==> src/rtl/stack_ctrl.sv <==
// Issue-side controller for the dual-port push/pop stack: pairs, splits or drops
// slot ops against a shadow occupancy count and keeps sticky error flags.
module stack_ctrl #(
    parameter int DEPTH = 1024,
    parameter int CNT_W = 11
) (
    input  logic             clk,
    input  logic             rst_n,
    input  logic             push_req0,
    input  logic             pop_req0,
    input  logic             push_req1,
    input  logic             pop_req1,
    input  logic [31:0]      wdata_in0,
    input  logic [31:0]      wdata_in1,
    input  logic             clr_err,
    output logic             push0,
    output logic             pop0,
    output logic             push1,
    output logic             pop1,
    output logic [31:0]      wdata0,
    output logic [31:0]      wdata1,
    output logic             stall,
    output logic [CNT_W-1:0] depth,
    output logic             ovf,
    output logic             unf,
    output logic             ill
);

    // state | meaning
    // IDLE  | evaluate live slot requests
    // SLOT1 | replay latched slot-1 op of a split pair
    typedef enum logic {IDLE = 1'b0, SLOT1 = 1'b1} state_t;

    localparam logic [CNT_W-1:0] C_FULL    = CNT_W'(DEPTH);
    localparam logic [CNT_W-1:0] C_FULL_M2 = CNT_W'(DEPTH - 2);
    localparam logic [CNT_W-1:0] C_TWO     = CNT_W'(2);

    state_t             r_state;
    state_t             w_state_nxt;
    logic [CNT_W-1:0]   r_depth;
    logic [CNT_W-1:0]   w_depth_nxt;
    logic               r_ovf, r_unf, r_ill;
    logic               r_lat_push, r_lat_pop;
    logic [31:0]        r_lat_data;

    logic w_p0, w_q0, w_p1, w_q1, w_ill0, w_ill1;
    logic w_can_push, w_can_pop, w_can_push2, w_can_pop2;
    logic w_push0, w_pop0, w_push1, w_pop1, w_stall;
    logic w_set_ovf, w_set_unf, w_set_ill, w_lat_load, w_pair_ok;
    logic [1:0] w_n_up, w_n_dn;

    // A slot asking for both push and pop is treated as a no-op.
    assign w_ill0 = push_req0 & pop_req0;
    assign w_ill1 = push_req1 & pop_req1;
    assign w_p0   = push_req0 & ~pop_req0;
    assign w_q0   = pop_req0 & ~push_req0;
    assign w_p1   = push_req1 & ~pop_req1;
    assign w_q1   = pop_req1 & ~push_req1;

    assign w_can_push  = r_depth < C_FULL;
    assign w_can_pop   = r_depth != '0;
    assign w_can_push2 = r_depth <= C_FULL_M2;
    assign w_can_pop2  = r_depth >= C_TWO;

    always_comb begin
        w_state_nxt = r_state;
        w_push0     = 1'b0;
        w_pop0      = 1'b0;
        w_push1     = 1'b0;
        w_pop1      = 1'b0;
        w_stall     = 1'b0;
        w_set_ovf   = 1'b0;
        w_set_unf   = 1'b0;
        w_set_ill   = 1'b0;
        w_lat_load  = 1'b0;
        w_pair_ok   = 1'b0;
        case (r_state)
            IDLE: begin
                w_set_ill = w_ill0 | w_ill1;
                if ((w_p0 | w_q0) && (w_p1 | w_q1)) begin
                    // push0+pop1 goes through the stack bypass, so it never overflows
                    w_pair_ok = (w_p0 & w_p1 & w_can_push2) | (w_q0 & w_q1 & w_can_pop2) |
                                (w_p0 & w_q1) | (w_q0 & w_p1 & w_can_pop);
                    if (w_pair_ok) begin
                        w_push0 = w_p0;
                        w_pop0  = w_q0;
                        w_push1 = w_p1;
                        w_pop1  = w_q1;
                    end else begin
                        w_push0     = w_p0 & w_can_push;
                        w_pop0      = w_q0 & w_can_pop;
                        w_set_ovf   = w_p0 & ~w_can_push;
                        w_set_unf   = w_q0 & ~w_can_pop;
                        w_stall     = 1'b1;
                        w_lat_load  = 1'b1;
                        w_state_nxt = SLOT1;
                    end
                end else begin
                    w_push0   = w_p0 & w_can_push;
                    w_pop0    = w_q0 & w_can_pop;
                    w_push1   = w_p1 & w_can_push;
                    w_pop1    = w_q1 & w_can_pop;
                    w_set_ovf = (w_p0 | w_p1) & ~w_can_push;
                    w_set_unf = (w_q0 | w_q1) & ~w_can_pop;
                end
            end
            SLOT1: begin
                w_push1     = r_lat_push & w_can_push;
                w_pop1      = r_lat_pop & w_can_pop;
                w_set_ovf   = r_lat_push & ~w_can_push;
                w_set_unf   = r_lat_pop & ~w_can_pop;
                w_state_nxt = IDLE;
            end
            default: w_state_nxt = IDLE;
        endcase
    end

    assign w_n_up      = {1'b0, w_push0} + {1'b0, w_push1};
    assign w_n_dn      = {1'b0, w_pop0} + {1'b0, w_pop1};
    assign w_depth_nxt = r_depth + CNT_W'(w_n_up) - CNT_W'(w_n_dn);

    always_ff @(posedge clk) begin
        if (!rst_n) begin
            r_state    <= IDLE;
            r_depth    <= '0;
            r_ovf      <= 1'b0;
            r_unf      <= 1'b0;
            r_ill      <= 1'b0;
            r_lat_push <= 1'b0;
            r_lat_pop  <= 1'b0;
            r_lat_data <= '0;
        end else begin
            r_state <= w_state_nxt;
            r_depth <= w_depth_nxt;
            // a new error in the clearing cycle survives the clear
            r_ovf   <= (r_ovf & ~clr_err) | w_set_ovf;
            r_unf   <= (r_unf & ~clr_err) | w_set_unf;
            r_ill   <= (r_ill & ~clr_err) | w_set_ill;
            if (w_lat_load) begin
                r_lat_push <= w_p1;
                r_lat_pop  <= w_q1;
                r_lat_data <= wdata_in1;
            end else if (r_state == SLOT1) begin
                r_lat_push <= 1'b0;
                r_lat_pop  <= 1'b0;
                r_lat_data <= '0;
            end
        end
    end

    assign push0  = rst_n & w_push0;
    assign pop0   = rst_n & w_pop0;
    assign push1  = rst_n & w_push1;
    assign pop1   = rst_n & w_pop1;
    assign stall  = rst_n & w_stall;
    assign wdata0 = rst_n ? wdata_in0 : '0;
    assign wdata1 = !rst_n ? '0 : ((r_state == SLOT1) ? r_lat_data : wdata_in1);
    assign depth  = rst_n ? r_depth : '0;
    assign ovf    = rst_n & r_ovf;
    assign unf    = rst_n & r_unf;
    assign ill    = rst_n & r_ill;

endmodule
==> config.mk <==
export PLATFORM = sky130hd
export DESIGN_NAME = stack_ctrl
export DESIGN_NICKNAME = d
export VERILOG_FILES = /design/src/rtl/stack_ctrl.sv
export SDC_FILE = /design/constraint.sdc
export NUM_CORES = 1
export LEC_CHECK = 0
export BUFFER_PORTS_ARGS = -buffer_cell sky130_fd_sc_hd__buf_2
export CAP_MARGIN = 20
export CELL_PAD_IN_SITES_DETAIL_PLACEMENT = 0
export CELL_PAD_IN_SITES_GLOBAL_PLACEMENT = 1
export CORE_AREA = 2 2 110 112
export CTS_BUF_LIST = sky130_fd_sc_hd__clkbuf_4
export DETAILED_ROUTE_END_ITERATION = 10
export DIE_AREA = 0 0 112 114
export GPL_TIMING_DRIVEN = 0
export PLACE_DENSITY = 0.85
export SETUP_SLACK_MARGIN = 0.15
export SLEW_MARGIN = 20
export SYNTH_ARGS = -nofsm -noshare
export SYNTH_HDL_FRONTEND = slang
export SYNTH_SLANG_ARGS = --single-unit
==> constraint.sdc <==
create_clock -name clk -period 3.8 [get_ports clk]
set_input_delay 0.57 -clock clk [delete_from_list [all_inputs] [get_ports clk]]
set_output_delay 0.57 -clock clk [all_outputs]
set_load 0.01 [all_outputs]
==> flow_summary.ini, run 1 <==
[power_and_ir_drop]
p_leak_nw = 2.27
clockPowerShare_pct = 15.4
p_seq_share_pct = 27.5
sw_frac_of_total_pct = 41.1
combPwrFrac_pct = 57.2
ir_drop_v = 0.000236
finalPower_w = 0.00253
powerDensity_nw_per_um2 = 497
internal_power_w = 0.00149
switching_power_w = 0.00104

[logic_synthesis]
ys_types = 50
yosysSeqAreaShare_pct = 27.7
synth_ff_type = dfxtp_1
syn-cell-area_um2 = 3540
syn-num-nets = 559
syn_area_per_cell_um2 = 7.78
synthArstFlopShare_pct = 0
synth_cells = 455
synth-seq-cells = 49
yosys_warnings = 0
synth_edf_count = 0

[sta]
worst_pin_slew_ps = 731
max-slew-margin-rel_pct = 51.3
hold_viol_final = 0
final.min_clock_period_ps = 3660
min_period_over_period_pct = 96.2
finClkSkew_ps = 12.2
setup_violations = 0
slew_viol_final = 0
clock.fmax_mhz = 273
rsz0062_at_grt = yes
hold_slack_ps = 423
setup_ws_ps = 143

[setup_path]
cp-end-kind = flop
crit_path_start = r_depth[9]
reg2regPathDepth = 17
rr_endpoint = r_depth[7]
crit_type = flop to flop
r2r-start = r_depth[9]
rrSetupSlack_ps = 140
cp.required_ps = 4130
critPathArrivalTime_ps = 3990
start_kind = flop
cp_max_fo = 4

[worst_hold_path]
hold_path_class = input pin to flop
hold_end = r_ill
worstHoldStart = clr_err
whs_path_depth = 2

[cells_and_area]
syn_to_final_growth_pct = 43.8
drive_gt1_share_pct = 39.1
diodes = 0
final_nets = 738

[die]
die_area_um2 = 12800
initial_core_util_pct = 30.2
coreArea_um2 = 11700
die_y_um = 114
placementRows = 40
fp.dieW_um = 112
ios = 154

[clocking]
cts.sinks = 49
cts_buffers = 5
clock_latency_ps = 380
clk_pin_slew_worst_paths_ps = 160
hold_buffers = 0
clk_path_buf_depth = 2
htree_num_levels = 2
root_buffer = clkbuf_4
tritoncts = yes

[flow_run]
maxCapViolations = 0

[routing]
drtAntennaViolNets = 0
wire_per_inst_um = 14.7
post_drt_via_cell_ratio = 4.90
drt-total-wl_mm = 11.5
vias = 3835
drt_pass1_iterations = 4
drc = 0
first_iter_violations = 232

[global_route]
antenna_found_initial = 0
grt_max_degree = 20
grt-ovfl-total = 0
grt_pass1_vias = 3859
track_usage_pct = 17.0
grt_pass1_wl_mm = 18.0

[status]
status = finished clean

[place]
port_buffers = 153
post-place-ws_ps = -511
gp_congestion = 0.783
place_hpwl_mm = 8.60
power groups by stage:
stage / Sequential [W] / Clock [W] / Combinational, W
finish: 0.000695 / 0.000388 / 0.00145
global route: 0.000704 / 0.000409 / 0.00160
CTS: 0.000669 / 0.000392 / 0.00128
detailed placement: 0.000668 / 0 / 0.00118
global placement: 0.000665 / 0 / 0.00115
floorplan: 0.000651 / 0 / 0.000869
placed cells by master, fill, tap and decap left out, types with 12 or more instances in the layout:
cell	count
buf_2	159
nor2_1	55
a21oi_1	44
dfxtp_1	41
nand3_1	40
and2_1	36
mux2i_1	35
o21ai_1	31
ha_1	18
buf_4	18
clkbuf_1	15
inv_1	13
nand2_1	12
cells by family after synthesis:
group | count (synthesis) | share of synthesized area (%)
AND/OR/NAND/NOR | 167 | 24.0
adder cells (fa/ha/maj) | 33 | 12.3
multiplexers | 36 | 10.2
flip-flops | 49 | 27.7
XOR/XNOR | 3 | 0.742
buffers and inverters | 60 | 7.38
AO/OA/AOI/OAI | 107 | 17.7
worst max-delay path by stage:
| stage | endpoint | slack (ps) | depth (start not counted) |
|---|---|---|---|
| after detailed placement | r_depth[9] | -510 | 19 |
| after global placement | r_depth[9] | -490 | 19 |
| after global routing | r_depth[7] | 4 | 18 |
| after floorplan | r_depth[7] | 30 | 18 |
| final | r_depth[7] | 140 | 17 |
| after CTS | r_depth[9] | 180 | 17 |
registers in the layout, summed over array words and instances (netlist names):
signal	cells
r_lat_data	32
r_depth	11
r_unf	1
r_lat_push	1
r_state	1
r_ill	1
r_lat_pop	1
r_ovf	1
per-stage QoR:
step           instance area (um^2)  TNS (ps)  instances  util, %
3_5_place_dp                   4630     -2160        755     39.6
2_1_floorplan                  3680         0        455        -
4_1_cts                        4890         0        774     41.7
6_report                       5090         0        782     43.5
5_1_grt                        5090         0        782     43.5
3_3_place_gp                   4630     -2180        755     39.6
synth_stat cells, types with 2 or more instances:
| cell type | number | area, um^2 |
|---|---|---|
| o32ai_1 | 3 | 26.3 |
| inv_1 | 26 | 97.6 |
| nand4_1 | 3 | 18.8 |
| nand2b_1 | 5 | 31.3 |
| buf_1 | 3 | 11.3 |
| nor2_1 | 56 | 210 |
| or3_1 | 2 | 12.5 |
| clkbuf_1 | 16 | 60.1 |
| o21ai_1 | 30 | 150 |
| buf_2 | 8 | 40.0 |
| mux2i_1 | 36 | 360 |
| and2_1 | 36 | 225 |
| nor2b_1 | 2 | 12.5 |
| o21ai_0 | 9 | 45.0 |
| nand3_1 | 40 | 200 |
| fa_1 | 3 | 60.1 |
| o21bai_1 | 2 | 15.0 |
| xor2_1 | 2 | 17.5 |
| dfxtp_1 | 49 | 981 |
| buf_6 | 3 | 33.8 |
| a21oi_1 | 47 | 235 |
| a31oi_1 | 4 | 25.0 |
| nand2_1 | 12 | 45.0 |
| ha_1 | 30 | 375 |
| clkbuf_2 | 3 | 15.0 |
layout make-up:
class | count | area, um^2
plain buffers | 32 | 173
clock buffers | 5 | 37.5
clock inverters | 3 | 65.1
fillers | 1189 | 6620
inverters | 27 | 141
multi-input cells | 346 | 2550
flip-flops and latches | 49 | 1010
well taps | 147 | 184
repair buffers | 173 | 938
critical path, stage by stage, from the launching register on:
cell	delay, ps
dfxtp_4	400
inv_4	80
ha_4	120
and4bb_1	240
nand4_4	130
a31o_4	290
nor2_4	150
o31ai_4	70
fa_1	510
fa_2	350
inv_2	70
ha_4	130
fa_2	200
nand2b_1	70
a21oi_2	190
o21bai_2	130
a2111o_1	380
nand3_1	80
layer usage:
layer	wire length, um	track usage [%]	part of all wire (%)
met2	5880	30.7	51
met1	4910	20.5	43
met3	493	2.87	4.3
met5	0	0	0
met4	214	5.37	1.9
what timing repair did:
item                       CTS  global route
gates resized for setup     28            33
pin swaps                   10             5
setup endpoints to repair    8             5
setup buffers               12             8
Note: power is estimated with default switching activity, not from simulation.
==> run 2: changes to the inputs <==
--- a/config.mk
+++ b/config.mk
@@ -5,14 +5,15 @@
 export SDC_FILE = /design/constraint.sdc
 export NUM_CORES = 1
 export LEC_CHECK = 0
+export ABC_AREA = 1
 export BUFFER_PORTS_ARGS = -buffer_cell sky130_fd_sc_hd__buf_2
 export CAP_MARGIN = 20
 export CELL_PAD_IN_SITES_DETAIL_PLACEMENT = 0
 export CELL_PAD_IN_SITES_GLOBAL_PLACEMENT = 1
-export CORE_AREA = 2 2 110 112
+export CORE_AREA = 2 2 116 118
 export CTS_BUF_LIST = sky130_fd_sc_hd__clkbuf_4
 export DETAILED_ROUTE_END_ITERATION = 10
-export DIE_AREA = 0 0 112 114
+export DIE_AREA = 0 0 118 120
 export GPL_TIMING_DRIVEN = 0
 export PLACE_DENSITY = 0.85
 export SETUP_SLACK_MARGIN = 0.15
==> run 2 against run 1 <==
Effect of this change:
- synthesized area grew 11%
- cell count grew 23%
- sequential share of layout area shrank 0.73 points
- critical path type unchanged
- largest power group unchanged
==> flow_summary.ini, run 2 <==
[sta]
max-slew-margin-rel_pct = 57.6
worst_pin_slew_ps = 636
fin_setup_tns_ps = 0
slew_viol_final = 0
setup_violations = 0
final.min_clock_period_ps = 3560
min_period_over_period_pct = 93.7
finClkSkew_ps = 25.8
rsz0062_at_grt = yes
hold_viol_final = 0
clock.fmax_mhz = 281
setup_ws_ps = 239

[flow_run]
maxCapViolations = 0

[logic_synthesis]
synthArstFlopShare_pct = 0
synth_top_family_by_area = simple AND/OR/NAND/NOR gates
syn-cell-area_um2 = 3920
synthMuxAreaShare_pct = 0
yosysTopAreaCell = dfxtp_1
synth_xor_area_share_pct = 0
synth_adder_area_share_pct = 11.1
synth_ff_type = dfxtp_1
yosysSeqAreaShare_pct = 25.0
synth-seq-cells = 49
ys_types = 33
syn-num-nets = 713
synth_edf_count = 0
ys_top_cells_by_count = nand2_1 (151), inv_1 (120), a21oi_1 (77)
syn_area_per_cell_um2 = 6.43
yosys.area_share.simple_pct = 33.9
synth_top_area_share_pct = 25.0
synth_area_leaders = dfxtp_1 (25%), nand2_1 (14%), inv_1 (12%), a21oi_1 (9.8%), ha_1 (9.6%)
yosys_warnings = 0
synth_most_common_cell = nand2_1
synth_cells = 609
synth_compound_area_share_pct = 13.1

[die]
die_y_um = 120
initial_core_util_pct = 30.2
fp.dieW_um = 118
ios = 154
coreArea_um2 = 13000
placementRows = 42
die_area_um2 = 14200

[power_and_ir_drop]
ir_drop_v = 0.000196
p_leak_nw = 2.91
powerDensity_nw_per_um2 = 453

[global_route]
grt_max_degree = 18
grt_pass1_wl_mm = 18.5
track_usage_pct = 15.8
grt_pass1_vias = 3866
antenna_found_initial = 0
grt-ovfl-total = 0

[routing]
wire_per_inst_um = 11.9
first_iter_violations = 408
drtAntennaViolNets = 0
drc = 0
drt-total-wl_mm = 11.4
drt_pass1_iterations = 5
vias = 4341
post_drt_via_cell_ratio = 4.53

[cells_and_area]
seq_area_um2 = 1000
fillers = 1448
largest_register = r_lat_data
drive_gt1_share_pct = 33.8
final_nets = 885
syn_to_final_growth_pct = 34.3
multiInputGateArea_um2 = 2440
reg_top3 = r_lat_data (32), r_depth (11)
final_common_cell = buf_2
largest_reg_flops = 32
final_core_util_pct = 40.5
most-common-layout-cells = buf_2 (160), nand2_1 (145), inv_1 (108)
diodes = 0

[clocking]
clk_path_buf_depth = 2
tritoncts = yes
cts.sinks = 49
htree_num_levels = 2
cts_buffers = 5
clk_pin_slew_worst_paths_ps = 160
root_buffer = clkbuf_4
clock_latency_ps = 400

[place]
place_hpwl_mm = 8.71
post-place-ws_ps = -308
gp_congestion = 0.858
port_buffers = 153

[setup_path]
cp_max_fo = 4
cp.required_ps = 4100
cp_common_cell = nand2_1
r2r-start = r_depth[7]
critPathArrivalTime_ps = 3860
crit_path_start = r_depth[7]
slowest_delay_ps = 520
reg2regPathDepth = 27
cp-end-kind = flop
rr_endpoint = r_depth[7]
critPathSlowestCell = fa_1
start_kind = flop
rrSetupSlack_ps = 240
crit_type = flop to flop

[worst_hold_path]
hold_path_class = input pin to flop
worstHoldStart = clr_err
hold_end = r_ill
whs_path_depth = 2

[status]
status = finished clean
[run 2: critical path, delay by kind of cell, from the launching register on]
kind / cells / cell delay (ps)
flops: 1 / 410
fa+ha+maj: 5 / 1380
compound gates: 4 / 450
simple gates: 13 / 900
buf+inv: 5 / 340
[run 2: logic make-up after synthesis]
kind of cell | after synthesis
AOI/OAI and AO/OA | 99
adders and majority gates | 33
buffers and inverters | 162
DFF | 49
and+or+nand+nor | 266
[run 2: area by class of cell]
class | instances | share of cell area (%)
well taps | 176 | 4.19
inverters | 124 | 9.04
multi-input cells | 398 | 46.3
plain buffers | 38 | 3.83
repair buffers | 165 | 16.4
flip-flops and latches | 49 | 19.0
clock inverters | 3 | 0.476
clock buffers | 5 | 0.713
[run 2: worst max path at each step]
stage                      end  slack [ps]  cells past startpoint
floorplan           r_depth[7]         150                     25
CTS                 r_depth[7]         150                     27
global route        r_depth[7]           7                     27
global placement    r_depth[7]        -300                     26
detailed placement  r_depth[7]        -310                     26
finish              r_depth[7]         240                     27
[run 2: per-stage QoR]
| stage | hold slack, ps | cell area [um^2] | cells | total power (W) |
|---|---|---|---|---|
| 3_5_place_dp | 465 | 4990 | 938 | 0.00190 |
| 6_report | 383 | 5260 | 958 | 0.00238 |
| 3_3_place_gp | 458 | 4990 | 938 | 0.00189 |
| 2_1_floorplan | 451 | 4010 | 609 | 0.00157 |
| 5_1_grt | 382 | 5260 | 958 | 0.00263 |
| 4_1_cts | 370 | 5150 | 955 | 0.00225 |
[run 2: timing repair]
action	in CTS	in global routing
setup buffers	9	3
pin swaps	18	2
hold buffers	0	0
resized for setup	13	26
endpoints found under the setup margin	3	3
[run 2: power breakdown]
group / total (W) / leakage (nW) / switching (W) / internal (W)
sequential: 0.000693 / 0.405 / 0.0000791 / 0.000614
clock: 0.000271 / 0.0322 / 0.000194 / 0.0000771
combinational: 0.00142 / 2.47 / 0.000821 / 0.000599
total: 0.00238 / 2.91 / 0.00109 / 0.00129
[run 2: metal layers]
| metal | wire length, um | global-route usage [%] | up-vias | share of wire (%) |
|---|---|---|---|---|
| met5 | 0 | 0 | - | 0 |
| met4 | 138 | 3.69 | 0 | 1.2 |
| met3 | 538 | 2.42 | 10 | 4.7 |
| met2 | 5180 | 25.2 | 117 | 45 |
| met1 | 5560 | 22.3 | 1936 | 49 |
| li1 | - | - | 2278 | - |
